===== config.mk =====
export PLATFORM = sky130hd
export DESIGN_NAME = sipo_frame_rx
export DESIGN_NICKNAME = d
export VERILOG_FILES = /design/src/rtl/sipo_frame_rx.sv
export SDC_FILE = /design/constraint.sdc
export NUM_CORES = 1
export LEC_CHECK = 0
export CORE_AREA = 2 2 48 54
export CTS_BUF_LIST = sky130_fd_sc_hd__clkbuf_4
export CTS_CLUSTER_DIAMETER = 30
export CTS_CLUSTER_SIZE = 14
export DETAILED_ROUTE_END_ITERATION = 7
export DIE_AREA = 0 0 50 56
export PLACE_DENSITY_LB_ADDON = 0.15
export SYNTH_ARGS = -nofsm -noshare
export SYNTH_HDL_FRONTEND = slang
export SYNTH_SLANG_ARGS = --single-unit
export TNS_END_PERCENT = 50

===== constraint.sdc =====
create_clock -name clk -period 0.8 [get_ports clk]
set_clock_uncertainty 0.1 [all_clocks]
set_input_delay 0.16 -clock clk [delete_from_list [all_inputs] [get_ports clk]]
set_output_delay 0.16 -clock clk [all_outputs]
set_load 0.05 [all_outputs]

===== src/rtl/sipo_frame_rx.sv =====
// sipo_frame_rx: serial-to-parallel frame receiver feeding a WIDTH-bit
// parallel load register.
//
// Frame on the wire (one bit per bit_en strobe, line idles high):
//   start(0) | WIDTH data bits | [even parity] | stop(1)
//
// Ports:
//   clk        - clock, rising edge
//   rst_n      - async active-low reset (deassertion synchronized inside)
//   bit_en     - sample strobe; sin is consumed only when bit_en=1
//   sin        - serial data in
//   pout       - last good word (held across bad frames)
//   load       - one-cycle pulse, pout carries a freshly received word
//   parity_err - one-cycle pulse, frame dropped on bad even parity
//   frame_err  - one-cycle pulse, frame dropped on stop bit = 0
//   busy       - frame in progress (state != IDLE)
//
// WIDTH must be >= 2.
module sipo_frame_rx #(
  parameter int WIDTH     = 4,
  parameter bit PARITY_EN = 1'b1,
  parameter bit LSB_FIRST = 1'b1
) (
  input  logic             clk,
  input  logic             rst_n,
  input  logic             bit_en,
  input  logic             sin,
  output logic [WIDTH-1:0] pout,
  output logic             load,
  output logic             parity_err,
  output logic             frame_err,
  output logic             busy
);

  localparam int             CW       = $clog2(WIDTH + 1);
  localparam logic [CW-1:0]  LAST_CNT = CW'(WIDTH - 1);

  typedef enum logic [1:0] {IDLE, DATA, PARITY, STOP} state_e;

  // Reset synchronizer: assertion passes straight through the async clear,
  // release reaches the rest of the block two edges after rst_n rises.
  logic [1:0] rst_sync_q, rst_sync_d;
  logic       rst_int_n;

  assign rst_sync_d = {rst_sync_q[0], 1'b1};
  assign rst_int_n  = rst_sync_q[1];

  always_ff @(posedge clk or negedge rst_n) begin
    if (!rst_n) rst_sync_q <= 2'b00;
    else        rst_sync_q <= rst_sync_d;
  end

  state_e           state_q, state_d;
  logic [CW-1:0]    cnt_q, cnt_d;
  logic [WIDTH-1:0] sr_q, sr_d;
  logic             par_q, par_d;
  logic [WIDTH-1:0] pout_q, pout_d;
  logic             load_q, load_d;
  logic             perr_q, perr_d;
  logic             ferr_q, ferr_d;
  logic             busy_q, busy_d;

  always_comb begin
    state_d = state_q;
    cnt_d   = cnt_q;
    sr_d    = sr_q;
    par_d   = par_q;
    pout_d  = pout_q;
    // Status strobes drop every cycle, so they stay one cycle wide even
    // when bit_en is held high or the next strobe is far away.
    load_d  = 1'b0;
    perr_d  = 1'b0;
    ferr_d  = 1'b0;

    if (bit_en) begin
      unique case (state_q)
        IDLE: begin
          if (!sin) begin
            state_d = DATA;
            cnt_d   = '0;
            sr_d    = '0;
            par_d   = 1'b0;
          end
        end
        DATA: begin
          // LSB-first: bits enter at the top and walk down, so the first
          // bit lands in [0] after WIDTH shifts. MSB-first is the mirror.
          if (LSB_FIRST) sr_d = {sin, sr_q[WIDTH-1:1]};
          else           sr_d = {sr_q[WIDTH-2:0], sin};
          par_d = par_q ^ sin;
          cnt_d = cnt_q + CW'(1);
          if (cnt_q == LAST_CNT) state_d = PARITY_EN ? PARITY : STOP;
        end
        PARITY: begin
          // Folding the parity bit in leaves par=0 for a good even frame.
          par_d   = par_q ^ sin;
          state_d = STOP;
        end
        STOP: begin
          state_d = IDLE;
          // A broken stop bit outranks a parity problem.
          if (!sin) begin
            ferr_d = 1'b1;
          end else if (PARITY_EN && par_q) begin
            perr_d = 1'b1;
          end else begin
            pout_d = sr_q;
            load_d = 1'b1;
          end
        end
        default: state_d = IDLE;
      endcase
    end

    busy_d = (state_d != IDLE);
  end

  always_ff @(posedge clk or negedge rst_int_n) begin
    if (!rst_int_n) begin
      state_q <= IDLE;
      cnt_q   <= '0;
      sr_q    <= '0;
      par_q   <= 1'b0;
      pout_q  <= '0;
      load_q  <= 1'b0;
      perr_q  <= 1'b0;
      ferr_q  <= 1'b0;
      busy_q  <= 1'b0;
    end else begin
      state_q <= state_d;
      cnt_q   <= cnt_d;
      sr_q    <= sr_d;
      par_q   <= par_d;
      pout_q  <= pout_d;
      load_q  <= load_d;
      perr_q  <= perr_d;
      ferr_q  <= ferr_d;
      busy_q  <= busy_d;
    end
  end

  assign pout       = pout_q;
  assign load       = load_q;
  assign parity_err = perr_q;
  assign frame_err  = ferr_q;
  assign busy       = busy_q;

endmodule


==> metrics.md, run 1 <==
| Metric | Value |
|---|---|
| Cell Area, Synth | `906 sq um` |
| Final hold violations | `0` |
| Core Util, Final | `0.608` |
| Final global-route overflow total | `0` |
| Fraction of synthesis flops using an asynchronous set or reset pin | `1.00` |
| Worst slack at placement | `-827 ps` |
| Area delta synth->final | `49.7%` |
| Fraction of final layout cells sized beyond drive strength 1 | `0.459` |
| Max cap viols | `0` |
| Final worst-path cycle share | `1.89` |
| Antenna violations before repair | `0` |
| Largest area contributor in the synthesized netlist | `dfrtp_1` |
| Crit path launch type | `register` |
| Inserted Clock Buffers | `3` |
| Number of different library cells in the post-synthesis netlist | `22` |
| Number of remaining DRC errors | `0` |
| Number of nets in the layout | `111` |
| Via count of the first global-routing pass | `roughly 640` |
| TritonCTS clock tree | `yes` |
| Floorplan die area | `0.00280 sq mm` |
| Pin count of the biggest net entering global routing | `19` |
| Cell types occupying the most area after synthesis | `dfrtp_1 (55%), ha_1 (11%), mux2_2 (6.2%)` |
| Status | `finished, violations left` |
| Drt wl/cell | `approximately 13 microns` |
| Post-synthesis cell count | `70` |
| Average cell area after synthesis | `12.9 sq um` |
| Violated checks | `negative setup slack` |
| Number of design-rule violations left by the first detailed-router iteration | `5` |
| PnR worst setup slack | `-713 ps` |
| Fill count | `roughly 180` |
| Row Count | `18` |
| Clock sink count | `20` |
| CTS H-tree depth | `1` |
| Number of vias after detailed routing | `601` |
| Ratio of total power to cell area | `3590 mW/mm^2` |
| Number of warnings printed during yosys synthesis | `0` |
| Number of pins with negative max-slew slack in the final report | `0` |
| Leakage power of the design | `0.644 nW` |
| Setup Viol. Count Final | `26` |
| Root buf cell | `clkbuf_4` |
| Slowest CP cell | `dfrtp_2` |
| Critical-path maximum fanout | `6` |
| Setup repair after global routing missed its margin | `yes` |
| Area occupied by multi-input gates | `424 sq um` |
| Non-filler cells, final | `128` |
| Worst Setup End Kind | `register` |
| Antenna diode instance count | `0` |
| Worst IR drop on VDD | `0.00219 V` |
| Placed cell area | `0.00123 sq mm` |
| Data arrival at the endpoint of the critical path | `1610 ps` |
| Clock network latency to the later pin of the worst-skew pair | `290 ps` |
| Proportion of synthesized chip area in sequential cells | `0.552` |
| Global-route total usage across every layer | `0.137` |
| I/O pins | `12` |
| Final Power | `4.87 mW` |
| Top FF cell, synth | `dfrtp_1` |
| First-pass GRT wire length | `2.88 mm` |
| Critical path's top delay family | `flip-flops` |
| Vias per cell | `4.70` |
| Total non-filler cell area in the finished layout | `0.00136 sq mm` |
| Post-synthesis register bit count | `20` |
| Starting density of the core | `0.406` |
| Number of detailed-route iterations in the first pass | `4` |
| Worst Path Required | `890 ps` |
| Number of synthesized flops with an enable pin | `0` |
| Number of buffers added on ports | `11` |
| Placed Cells incl. Taps | `121` |
| Final estimated routing congestion in global placement | `between 0.7 and 0.8` |
| Detail Route Antenna Nets | `0` |
| Class of the most critical hold timing path | `register to asynchronous set/reset pin` |
| Cells along the critical path | `inv_2 -> ha_4 -> a21boi_4 -> o21ai_4 -> mux2_4` |
| Final wirelength | `1.67 mm` |
| Post-synth top area share | `0.552` |
| Buffer depth of the longest clock path | `2` |
| Clock-pin transition on the worst setup and hold timing paths | `110 ps` |
| Core Area | `0.00223 sq mm` |
| Startpoint-to-endpoint class of the critical path | `register to register` |
| Largest stage delay on the critical path | `440 ps` |
| Synth cell count leaders | `dfrtp_1 (20), ha_1 (8), inv_1 (8)` |
| Post-DP HPWL | `between 1 and 1.5 mm` |
| Die height | `56 microns` |
| Count of buffering cells on the critical path with inverters included | `1` |
| Post-Syn Nets | `82` |
| Most numerous cell in the Yosys netlist | `dfrtp_1` |
| Upper clock frequency limit | `0.661 GHz` |
| Die X | `50 microns` |
| Sequential standard cell area | `503 sq um` |
| Min Tclk post-route | `~1500 ps` |
## timing repair
action	4_1_cts	5_1_grt
setup buffers	0	2
endpoints found under the setup margin	26	26
hold buffers	1	0
pin swaps	11	5
gates resized for setup	10	5
endpoints found under the hold margin	2	0
## layout by cell type, fill, tap and decap left out, types with 2 or more instances in the layout
master	netlist	layout
buf_12	0	10
inv_1	8	5
inv_2	0	2
ha_1	8	4
a22o_1	6	6
buf_4	0	12
o21ai_0	2	2
clkbuf_4	0	3
nand2_1	3	3
and3_1	2	2
dfrtp_2	0	2
mux2_4	0	2
clkdlybuf4s50_1	0	3
ha_4	0	2
dfrtp_1	20	18
mux2_2	5	3
ha_2	0	2
nand4_1	2	2
## state kept, by name, summed over array words and instances (netlist names)
| signal | cells |
|---|---|
| load | 1 |
| rst_sync_q | 2 |
| pout | 4 |
| cnt_q | 3 |
| parity_err | 1 |
| sr_q | 4 |
| busy | 1 |
| par_q | 1 |
| frame_err | 1 |
| state_q | 2 |
## kinds of logic after synthesis
logic type / Yosys count / share of synthesized area
muxes: 5 / 0.0622
adders and majority gates: 8 / 0.111
AOI/OAI and AO/OA: 15 / 0.144
and+or+nand+nor: 11 / 0.0691
buffers and inverters: 10 / 0.0580
DFF: 20 / 0.552
other: 1 / 0.00414
## area by class of cell
cell class | instances | area share
Sequential cell | 20 | 0.371
Multi-Input combinational cell | 40 | 0.313
Timing Repair Buffer | 26 | 0.244
Tap cell | 30 | 0.0277
Inverter | 8 | 0.0258
Clock buffer | 3 | 0.0166
Clock inverter | 1 | 0.00277
## final timing paths
check / startpoint / endpoint / slack [ps] / cells past startpoint
max: state_q[0]$_DFF_PN0_ / cnt_q[0]$_DFFE_PN0P_ / -710 / 5
min: rst_sync_q[1]$_DFF_PN0_ / cnt_q[0]$_DFFE_PN0P_ / 100 / 1
max reg2reg: state_q[0]$_DFF_PN0_ / cnt_q[0]$_DFFE_PN0P_ / -710 / 5
min reg2reg: rst_sync_q[1]$_DFF_PN0_ / cnt_q[0]$_DFFE_PN0P_ / 100 / 1
max in group asynchronous: rst_n / rst_sync_q[0]$_DFF_PN0_ / 20 / 2
min in group clk: rst_sync_q[0]$_DFF_PN0_ / rst_sync_q[1]$_DFF_PN0_ / 270 / 0
## layer usage
metal / vias to the layer above / global-route usage / share of wire
met5: - / 0 / 0
met4: 0 / 0.0714 / 0.017
met3: 2 / 0.0242 / 0.023
met2: 7 / 0.216 / 0.51
met1: 293 / 0.177 / 0.45
li1: 299 / - / -
## metrics by stage
step | hold WS [ps] | TNS (ps)
after floorplan | -236 | -9570
after global placement | 91.2 | -12220
after detailed placement | 96.5 | -12650
after CTS | 107 | -13640
after global routing | 130 | -15000
final | 101 | -13660
## where the power goes
group / leakage [nW] / total (mW) / switching (mW) / internal [mW]
Sequential: 0.248 / 1.65 / 0.291 / 1.36
Combinational: 0.381 / 2.74 / 1.24 / 1.50
Clock: 0.0154 / 0.477 / 0.295 / 0.181
No activity file was read; power rests on OpenSTA's default activity.
==> run 2, diff against run 1 <==
Settings changed: SLEW_MARGIN from default to 25.
==> results of run 2 <==
The final DEF is identical to that of run 1; final timing and power are the same.
==> run 3, diff against run 2 <==
Settings changed: SKIP_LAST_GASP from default to 1.
==> metrics.md, run 3 (same netlist as run 1, synthesis figures left out) <==
| Metric | Value |
|---|---|
| Inserted Clock Buffers | `3` |
| Net switching share of the total power | `0.374` |
| Setup repair after global routing missed its margin | `yes` |
| Die X | `50 microns` |
| TritonCTS clock tree | `yes` |
| Final hold violations | `0` |
| I/O pins | `12` |
| CTS H-tree depth | `1` |
| Antenna violations before repair | `0` |
| Final wirelength | `1.53 mm` |
| Flop pwr share | `0.356` |
| Number of pins with negative max-slew slack in the final report | `0` |
| Status | `finished, violations left` |
| Setup TNS | `-13640 ps` |
| Violated checks | `negative setup slack` |
| Floorplan die area | `0.00280 sq mm` |
| Buffer depth of the longest clock path | `2` |
| Via count of the first global-routing pass | `about 640` |
| Final worst-path cycle share | `1.89` |
| Root buf cell | `clkbuf_4` |
| Core Util, Final | `0.588` |
| Min Tclk post-route | `between 1500 and 2000 ps` |
| Class of the most critical hold timing path | `register to asynchronous set/reset pin` |
| Fraction of final layout cells sized beyond drive strength 1 | `0.433` |
| Clock network latency to the later pin of the worst-skew pair | `290 ps` |
| Die height | `about 56 microns` |
| Pin count of the biggest net entering global routing | `19` |
| Area delta synth->final | `44.6%` |
| Critical-path maximum fanout | `6` |
| Data arrival at the endpoint of the critical path | `roughly 1600 ps` |
| Final Power | `4.62 mW` |
| Area occupied by multi-input gates | `403 sq um` |
| Net switching power | `1.73 mW` |
| Worst Path Required | `890 ps` |
| Most frequent standard cell in the layout excluding fill and tap cells | `dfrtp_1` |
| Ratio of total power to cell area | `3530 mW/mm^2` |
| Global-route total usage across every layer | `0.130` |
| Drt wl/cell | `12.0 microns` |
| Leakage power of the design | `0.631 nW` |
| Sequential standard cell area | `503 sq um` |
| Clock sink count | `20` |
| Commonest cells after routing, fill and taps aside | `dfrtp_1 (18), buf_4 (12), buf_12 (9)` |
| Core Area | `0.00223 sq mm` |
| Part of the power in the clock network | `0.103` |
| Number of design-rule violations left by the first detailed-router iteration | `4` |
| Power share of the combinational group | `0.541` |
| Startpoint-to-endpoint class of the critical path | `register to register` |
| Number of vias after detailed routing | `594` |
| Placed Cells incl. Taps | `121` |
| Number of buffers added on ports | `11` |
| Cell internal pwr | `2.89 mW` |
| Number of nets in the layout | `110` |
| Upper clock frequency limit | `between 0.6 and 0.7 GHz` |
| Detail Route Antenna Nets | `0` |
| PnR worst setup slack | `-716 ps` |
| Max cap viols | `0` |
| Setup Viol. Count Final | `26` |
| Fill count | `188` |
| First-pass GRT wire length | `2.79 mm` |
| Antenna diode instance count | `0` |
| Number of detailed-route iterations in the first pass | `4` |
| Non-filler cells, final | `approximately 130` |
| Vias per cell | `approximately 4.7` |
| Starting density of the core | `0.406` |
| Post-DP HPWL | `1.20 mm` |
| Final global-route overflow total | `0` |
| Worst IR drop on VDD | `0.00179 V` |
| Worst Setup End Kind | `register` |
| Clock-pin transition on the worst setup and hold timing paths | `110 ps` |
| Final estimated routing congestion in global placement | `between 0.7 and 0.8` |
| Row Count | `18` |
| Crit path launch type | `register` |
| Number of remaining DRC errors | `0` |
[run 3: cell count changes in the layout (fill, tap and decap cells not counted), sizes merged]
cell  change
buf       -1
[run 3: timing repair]
action                                  in CTS  in global routing
hold buffers                                 1                  0
setup buffers                                0                  1
pin swaps                                   10                  3
cloned                                       0                  0
endpoints found under the hold margin        2                  0
resized for setup                            9                  0
endpoints found under the setup margin      26                 26
[run 3: final cells by class]
| cell class | instances | share of cell area |
|---|---|---|
| Inverter | 8 | 0.0229 |
| Timing Repair Buffer | 25 | 0.237 |
| Multi-Input combinational cell | 40 | 0.308 |
| Sequential cell | 20 | 0.384 |
| Tap cell | 30 | 0.0287 |
| Clock inverter | 1 | 0.00287 |
| Clock buffer | 3 | 0.0172 |
[run 3: worst max-delay path, stage by stage (launching register included)]
cell      delay, ps
dfrtp_2         440
inv_2            70
ha_4            180
a21boi_4        240
o21ai_4         120
mux2_4          270
[run 3: final timing paths]
| path | start | end | slack [ps] | cells after the start |
|---|---|---|---|---|
| setup / recovery | state_q[0]$_DFF_PN0_ | cnt_q[0]$_DFFE_PN0P_ | -720 | 5 |
| hold reg to reg | rst_sync_q[1]$_DFF_PN0_ | cnt_q[0]$_DFFE_PN0P_ | 100 | 1 |
| min in group clk | rst_sync_q[0]$_DFF_PN0_ | rst_sync_q[1]$_DFF_PN0_ | 270 | 0 |
| setup reg to reg | state_q[0]$_DFF_PN0_ | cnt_q[0]$_DFFE_PN0P_ | -720 | 5 |
| max in group asynchronous | rst_n | rst_sync_q[0]$_DFF_PN0_ | 20 | 2 |
| hold / removal | rst_sync_q[1]$_DFF_PN0_ | cnt_q[0]$_DFFE_PN0P_ | 100 | 1 |
[run 3: power by group through the flow]
stage,clock [mW],sequential [mW],combinational [mW]
2_1_floorplan,0,2.00,1.00
3_3_place_gp,0,1.65,2.32
3_5_place_dp,0,1.66,2.37
4_1_cts,0.495,1.66,2.50
5_1_grt,0.531,1.71,2.71
6_report,0.477,1.64,2.50
[run 3: metal layers]
metal	wire [microns]	up-vias	part of all wire	track usage
met5	0	-	0	0
met4	15	0	0.0098	0.0476
met3	36	2	0.024	0.0242
met2	767	7	0.50	0.212
met1	711	284	0.46	0.170
li1	-	301	-	-
[run 3: stage by stage]
step	hold slack [ps]	instance area [sq um]	setup slack [ps]
4_1_cts	107	1300	-712
3_5_place_dp	96.5	1230	-827
2_1_floorplan	-236	922	-663
6_report	98.9	1310	-716
5_1_grt	130	1310	-770
3_3_place_gp	91.2	1230	-780
